File: src/rtl/pep_mmacc_body_rd_req.sv
// Body RAM read requester: queues pid commands, issues parity-tagged reads and forwards
// returned coefficients tagged with their pid. Optional stall counter: PEP_MMACC_BODY_RD_STALL_CNT_EN.
module pep_mmacc_body_rd_req #(
    parameter int unsigned PID_W      = 4,
    parameter int unsigned LWE_COEF_W = 12,
    parameter int unsigned CMD_DEPTH  = 4,
    parameter int unsigned MAX_OUTST  = 2
) (
    input  logic                  i_clk,
    input  logic                  i_s_rst,
    input  logic                  i_reset_cache,
    input  logic [PID_W-1:0]      i_cmd_pid,
    input  logic                  i_cmd_vld,
    output logic                  o_cmd_rdy,
    output logic [PID_W-1:0]      o_boram_rd_pid,
    output logic                  o_boram_rd_vld,
    input  logic                  i_boram_rd_rdy,
    output logic                  o_boram_rd_parity,
    input  logic [LWE_COEF_W-1:0] i_boram_sxt_data,
    input  logic                  i_boram_sxt_data_vld,
    output logic                  o_boram_sxt_data_rdy,
    output logic [LWE_COEF_W-1:0] o_out_data,
    output logic [PID_W-1:0]      o_out_pid,
    output logic                  o_out_vld,
    input  logic                  i_out_rdy,
    output logic [3:0]            o_outst_cnt,
    output logic                  o_err_unexp,
    output logic [31:0]           o_stall_cnt
);

    localparam int unsigned FIFO_AW = $clog2(CMD_DEPTH);
    localparam int unsigned TAG_AW  = (MAX_OUTST > 1) ? $clog2(MAX_OUTST) : 1;
    localparam int unsigned NB_PID  = 2 ** PID_W;
    localparam logic [FIFO_AW:0]  FIFO_FULL = (FIFO_AW + 1)'(CMD_DEPTH);
    localparam logic [3:0]        OUTST_MAX = 4'(MAX_OUTST);
    localparam logic [TAG_AW-1:0] TAG_LAST  = TAG_AW'(MAX_OUTST - 1);

    function automatic logic [TAG_AW-1:0] tag_inc(input logic [TAG_AW-1:0] p);
        return (p == TAG_LAST) ? '0 : p + 1'b1;
    endfunction

    logic [PID_W-1:0]      r_fifo_mem [CMD_DEPTH];
    logic [FIFO_AW-1:0]    r_fifo_wptr;
    logic [FIFO_AW-1:0]    r_fifo_rptr;
    logic [FIFO_AW:0]      r_fifo_cnt;
    logic [NB_PID-1:0]     r_par;
    logic [PID_W-1:0]      r_tag_mem [MAX_OUTST];
    logic [TAG_AW-1:0]     r_tag_wptr;
    logic [TAG_AW-1:0]     r_tag_rptr;
    logic [TAG_AW-1:0]     r_tag_dptr;
    logic [3:0]            r_outst_cnt;
    logic [LWE_COEF_W-1:0] r_out_data;
    logic [PID_W-1:0]      r_out_pid;
    logic                  r_out_vld;
    logic                  r_err_unexp;

    logic             w_cmd_rdy;
    logic             w_cmd_push;
    logic             w_rd_vld;
    logic             w_rd_hs;
    logic [PID_W-1:0] w_rd_pid;
    logic             w_sxt_rdy;
    logic             w_sxt_hs;
    logic             w_tag_avail;
    logic             w_data_ok;
    logic             w_out_hs;

    assign w_cmd_rdy  = !i_s_rst && (r_fifo_cnt != FIFO_FULL);
    assign w_cmd_push = i_cmd_vld && w_cmd_rdy;
    assign w_rd_vld   = !i_s_rst && (r_fifo_cnt != '0) && (r_outst_cnt < OUTST_MAX);
    assign w_rd_hs    = w_rd_vld && i_boram_rd_rdy;
    assign w_rd_pid   = r_fifo_mem[r_fifo_rptr];
    assign w_sxt_rdy  = !i_s_rst && (!r_out_vld || i_out_rdy);
    assign w_sxt_hs   = i_boram_sxt_data_vld && w_sxt_rdy;
    // The tag held by the output register is still queued, so data needs one beyond it.
    assign w_tag_avail = r_outst_cnt > {3'b000, r_out_vld};
    assign w_data_ok   = w_sxt_hs && w_tag_avail;
    assign w_out_hs    = r_out_vld && i_out_rdy;

    always_ff @(posedge i_clk) begin
        if (w_cmd_push) begin
            r_fifo_mem[r_fifo_wptr] <= i_cmd_pid;
        end
        if (w_rd_hs) begin
            r_tag_mem[r_tag_wptr] <= w_rd_pid;
        end
    end

    always_ff @(posedge i_clk) begin
        if (i_s_rst) begin
            r_fifo_wptr <= '0;
            r_fifo_rptr <= '0;
            r_fifo_cnt  <= '0;
        end else begin
            if (w_cmd_push) r_fifo_wptr <= r_fifo_wptr + 1'b1;
            if (w_rd_hs)    r_fifo_rptr <= r_fifo_rptr + 1'b1;
            if (w_cmd_push && !w_rd_hs) begin
                r_fifo_cnt <= r_fifo_cnt + 1'b1;
            end else if (!w_cmd_push && w_rd_hs) begin
                r_fifo_cnt <= r_fifo_cnt - 1'b1;
            end
        end
    end

    // Clearing wins over a same-cycle toggle; the request already carries its parity.
    always_ff @(posedge i_clk) begin
        if (i_s_rst || i_reset_cache) begin
            r_par <= '0;
        end else if (w_rd_hs) begin
            r_par[w_rd_pid] <= !r_par[w_rd_pid];
        end
    end

    always_ff @(posedge i_clk) begin
        if (i_s_rst) begin
            r_tag_wptr  <= '0;
            r_tag_rptr  <= '0;
            r_tag_dptr  <= '0;
            r_outst_cnt <= '0;
        end else begin
            if (w_rd_hs)   r_tag_wptr <= tag_inc(r_tag_wptr);
            if (w_out_hs)  r_tag_rptr <= tag_inc(r_tag_rptr);
            if (w_data_ok) r_tag_dptr <= tag_inc(r_tag_dptr);
            if (w_rd_hs && !w_out_hs) begin
                r_outst_cnt <= r_outst_cnt + 1'b1;
            end else if (!w_rd_hs && w_out_hs) begin
                r_outst_cnt <= r_outst_cnt - 1'b1;
            end
        end
    end

    always_ff @(posedge i_clk) begin
        if (i_s_rst) begin
            r_out_data  <= '0;
            r_out_pid   <= '0;
            r_out_vld   <= 1'b0;
            r_err_unexp <= 1'b0;
        end else begin
            if (w_data_ok) begin
                r_out_data <= i_boram_sxt_data;
                r_out_pid  <= r_tag_mem[r_tag_dptr];
                r_out_vld  <= 1'b1;
            end else if (i_out_rdy) begin
                r_out_vld <= 1'b0;
            end
            if (w_sxt_hs && !w_tag_avail) begin
                r_err_unexp <= 1'b1;
            end
        end
    end

`ifdef PEP_MMACC_BODY_RD_STALL_CNT_EN
    logic [31:0] r_stall_cnt;

    always_ff @(posedge i_clk) begin
        if (i_s_rst) begin
            r_stall_cnt <= '0;
        end else if (w_rd_vld && !i_boram_rd_rdy && (r_stall_cnt != '1)) begin
            r_stall_cnt <= r_stall_cnt + 1'b1;
        end
    end

    assign o_stall_cnt = r_stall_cnt;
`else
    assign o_stall_cnt = '0;
`endif

    assign o_cmd_rdy            = w_cmd_rdy;
    assign o_boram_rd_pid       = w_rd_pid;
    assign o_boram_rd_vld       = w_rd_vld;
    assign o_boram_rd_parity    = r_par[w_rd_pid];
    assign o_boram_sxt_data_rdy = w_sxt_rdy;
    assign o_out_data           = r_out_data;
    assign o_out_pid            = r_out_pid;
    assign o_out_vld            = r_out_vld;
    assign o_outst_cnt          = r_outst_cnt;
    assign o_err_unexp          = r_err_unexp;

endmodule

File: config.mk
export PLATFORM = sky130hd
export DESIGN_NAME = pep_mmacc_body_rd_req
export DESIGN_NICKNAME = d
export VERILOG_FILES = /design/src/rtl/pep_mmacc_body_rd_req.sv
export SDC_FILE = /design/constraint.sdc
export NUM_CORES = 1
export LEC_CHECK = 0
export BUFFER_PORTS_ARGS = -buffer_cell sky130_fd_sc_hd__buf_4
export CORE_MARGIN = 2
export CORE_UTILIZATION = 50
export CTS_CLUSTER_SIZE = 30
export DETAILED_ROUTE_END_ITERATION = 10
export GPL_TIMING_DRIVEN = 0
export PLACE_DENSITY_LB_ADDON = 0.05
export SLEW_MARGIN = 20
export SYNTH_ARGS = -nofsm -noshare
export SYNTH_HDL_FRONTEND = slang
export SYNTH_SLANG_ARGS = --single-unit
File: constraint.sdc
create_clock -name i_clk -period 6.2 [get_ports i_clk]
set_input_delay 0.31 -clock i_clk [delete_from_list [all_inputs] [get_ports i_clk]]
set_output_delay 0.31 -clock i_clk [all_outputs]
set_load 0.03 [all_outputs]
==> impl_metrics.yaml <==
run_status:
  status: "finished, final reports clean"
critical_path:
  crit_arrival_ps: 3060
  startpoint_type: "flip-flop"
  startpoint: "r_fifo_cnt[0]$_SDFFE_PP0P_"
  critPathTopFamily: "simple AND/OR/NAND/NOR gates"
  r2r_cells: 11
  worstSetupPathType: "reg2reg"
  rrSetupSlack_ps: 3410
  cp_data_required_time_ps: 6480
  endpoint_kind: "flip-flop"
  reg2reg_to: "o_outst_cnt[3]$_SDFFE_PP0P_"
  path_buf_inv: 2
  cp_slowest_stage_delay_ps: 350
  cp_cell_sequence: "nor3_1 -> nand4bb_1 -> clkinv_1 -> ha_1 -> inv_1 -> ha_1 -> a21o_1 -> a21oi_1 -> xnor2_1 -> or3_1 -> a21oi_1"
  worst-path-max-fanout: 7
  r2r_start: "r_fifo_cnt[0]$_SDFFE_PP0P_"
  crit_path_top_delay_cell: "dfxtp_1"
drt:
  drcViolationCount: 0
  routed_via_density: 4.911
  drt_first_pass_iters: 4
  vias: 2426
  totalWireLength_mm: 6.360
  first_iter_violations: 68
  antenna_left: 0
  wl_per_cell_um: 12.87
cts:
  clk_pin_slew_ps: 70
  clkSinkCount: 73
  cts_root_buf: "clkbuf_8"
  cts_setup_buffers: 0
  clkLatencyLatePin_ps: 340
  htree_levels: 3
  cts_tree: "done"
  cts_resized: 0
  ctsHoldBuffers: 0
  cts_buffers: 9
  clockBufferDepth: 2
sta:
  hold-worst-slack_ps: 169.1
  fin_setup_tns_ps: 0
  hold_violations: 0
  fin_worst_skew_ps: 8.195
  fin_crit_ps: 2788
  fmax_mhz: 358.7
  worst_pin_slew_ps: 644.6
  rsz0062_at_grt: "no"
  finalSetupViolations: 0
  slew_viol_final: 0
  slew_headroom: 0.5693
  period_share: 0.4497
  worst_slack_ps: 3412
final_layout:
  synthToLayoutAreaGrowth_pct: 22.62
  fillers: 555
  multi_input_area_um2: 1454
  final_cells: 494
  final_util: 0.6426
  fin_nets: 446
  antenna_cells: 0
  drive_above_1_share: 0.2662
  final_area_um2: 4150
  seqCellArea_um2: 1702
job:
  drv_cap: 0
logic_synthesis:
  netlist_top_cells_count: "dfxtp_1 (49), nand2_1 (43), buf_4 (32), edfxtp_1 (24), mux2i_1 (22)"
  ys_types: 43
  yosys.area.top_type: "dfxtp_1"
  yosysWarnings: 0
  synth-edff-count: 24
  postSynthAreaPerCell_um2: 10.61
  ys_seq_elements: 73
  ys_seq_area_frac: 0.5028
  synth_most_common_cell: "dfxtp_1"
  synth.area.top_cells: "dfxtp_1 (29%), edfxtp_1 (21%), buf_4 (7.1%)"
  synth_top_area_frac: 0.2898
  ys_dominant_reg_cell: "dfxtp_1"
  async_reset_ff_frac: 0
  synth_cells: 319
  netlist_area_um2: 3384
global_route:
  grt_overflow_total: 0
  grt_usage: 0.1792
  grt_max_degree: 13
  antenna_found_initial: 0
  grt_pass1_vias: 2202
  grt_pass1_wl_mm: 10.30
placed_design:
  port_buffers: 51
  dp_cells: 478
  placed_cell_area_um2: 3980
  dp_hpwl_mm: 4.668
  pre_cts_slack_ps: 3195
  place_congestion: 0.7466
hold_path:
  hold_depth: 1
  hold_end: "r_fifo_mem[2][0]$_DFFE_PP_"
  hold_path_startpoint: "i_cmd_pid[0]"
  hp-class: "in2reg"
die:
  ios: 85
  floorplan.initialDensity: 0.5240
  die_y_um: 86.28
  rows: 29
  dieWidth_um: 86.28
  core_um2: 6459
  die-area_um2: 7443
pwr:
  peakVddDrop_v: 0.0001887
  p_leak_nw: 1.764
  total_power_mw: 1.642
  p_per_area_nw_per_um2: 395.6
registers in the layout, indices dropped and copies added, names as in the netlist, 2 cells and up, named ones only:
| name | flops |
|---|---|
| r_fifo_mem | 16 |
| r_par | 16 |
| o_out_data | 12 |
| r_tag_mem | 8 |
| o_out_pid | 4 |
| o_outst_cnt | 4 |
| r_fifo_cnt | 3 |
| r_fifo_rptr | 2 |
| r_fifo_wptr | 2 |
worst max path at each step:
stage          depth (start not counted)                          end
4_1_cts                               11  o_outst_cnt[3]$_SDFFE_PP0P_
3_3_place_gp                          11  o_outst_cnt[3]$_SDFFE_PP0P_
6_report                              11  o_outst_cnt[3]$_SDFFE_PP0P_
5_1_grt                               11  o_outst_cnt[3]$_SDFFE_PP0P_
2_1_floorplan                         10   r_fifo_cnt[2]$_SDFFE_PP0P_
3_5_place_dp                          11  o_outst_cnt[3]$_SDFFE_PP0P_
logic make-up (layout without fill, tap and decap cells):
logic type	Yosys count	in the layout	synth area share
adders and majority gates	11	11	0.04510
AOI/OAI and AO/OA	46	46	0.08540
xor gates and xnor gates	10	10	0.02588
buffers and inverters	53	120	0.1020
DFF	73	73	0.5028
muxes	30	30	0.1061
and+or+nand+nor	95	95	0.1316
other	1	32	0.001108
cells in the final DEF, fill, tap and decap left out, drive strengths merged, types with 4 or more instances in the layout:
cell type and instances:
o211ai 8, a211oi 4, inv 6, o31ai 9
and3 5, mux4 4, clkbuf 27, xnor2 6
mux2 4, conb 32, edfxtp 24, ha 9
a21oi 18, nor2 21, dfxtp 49, xor2 4
mux2i 22, nor2b 4, buf 86, nand2 46
where the power goes:
part / switching [mW] / total (mW) / internal (mW)
sequential: 0.0554 / 0.636 / 0.581
combinational: 0.406 / 0.677 / 0.271
clock: 0.160 / 0.329 / 0.168
final cells by class:
| class | instances | share of cell area |
|---|---|---|
| Buffer | 46 | 0.07688 |
| Clock buffer | 16 | 0.04100 |
| Inverter | 7 | 0.006331 |
| Multi-Input combinational cell | 224 | 0.3503 |
| Sequential cell | 73 | 0.4100 |
| Tap cell | 77 | 0.02321 |
| Timing Repair Buffer | 51 | 0.09225 |
per-layer routing:
metal,track usage,vias to the layer above,part of all wire,wire length [um]
li1,-,1228,-,-
met1,0.2305,1102,0.46,2944
met2,0.2847,85,0.45,2863
met3,0.05238,11,0.067,425
met4,0.07386,0,0.020,125
met5,0,-,0,0
Note: power is estimated with default switching activity, not from simulation.
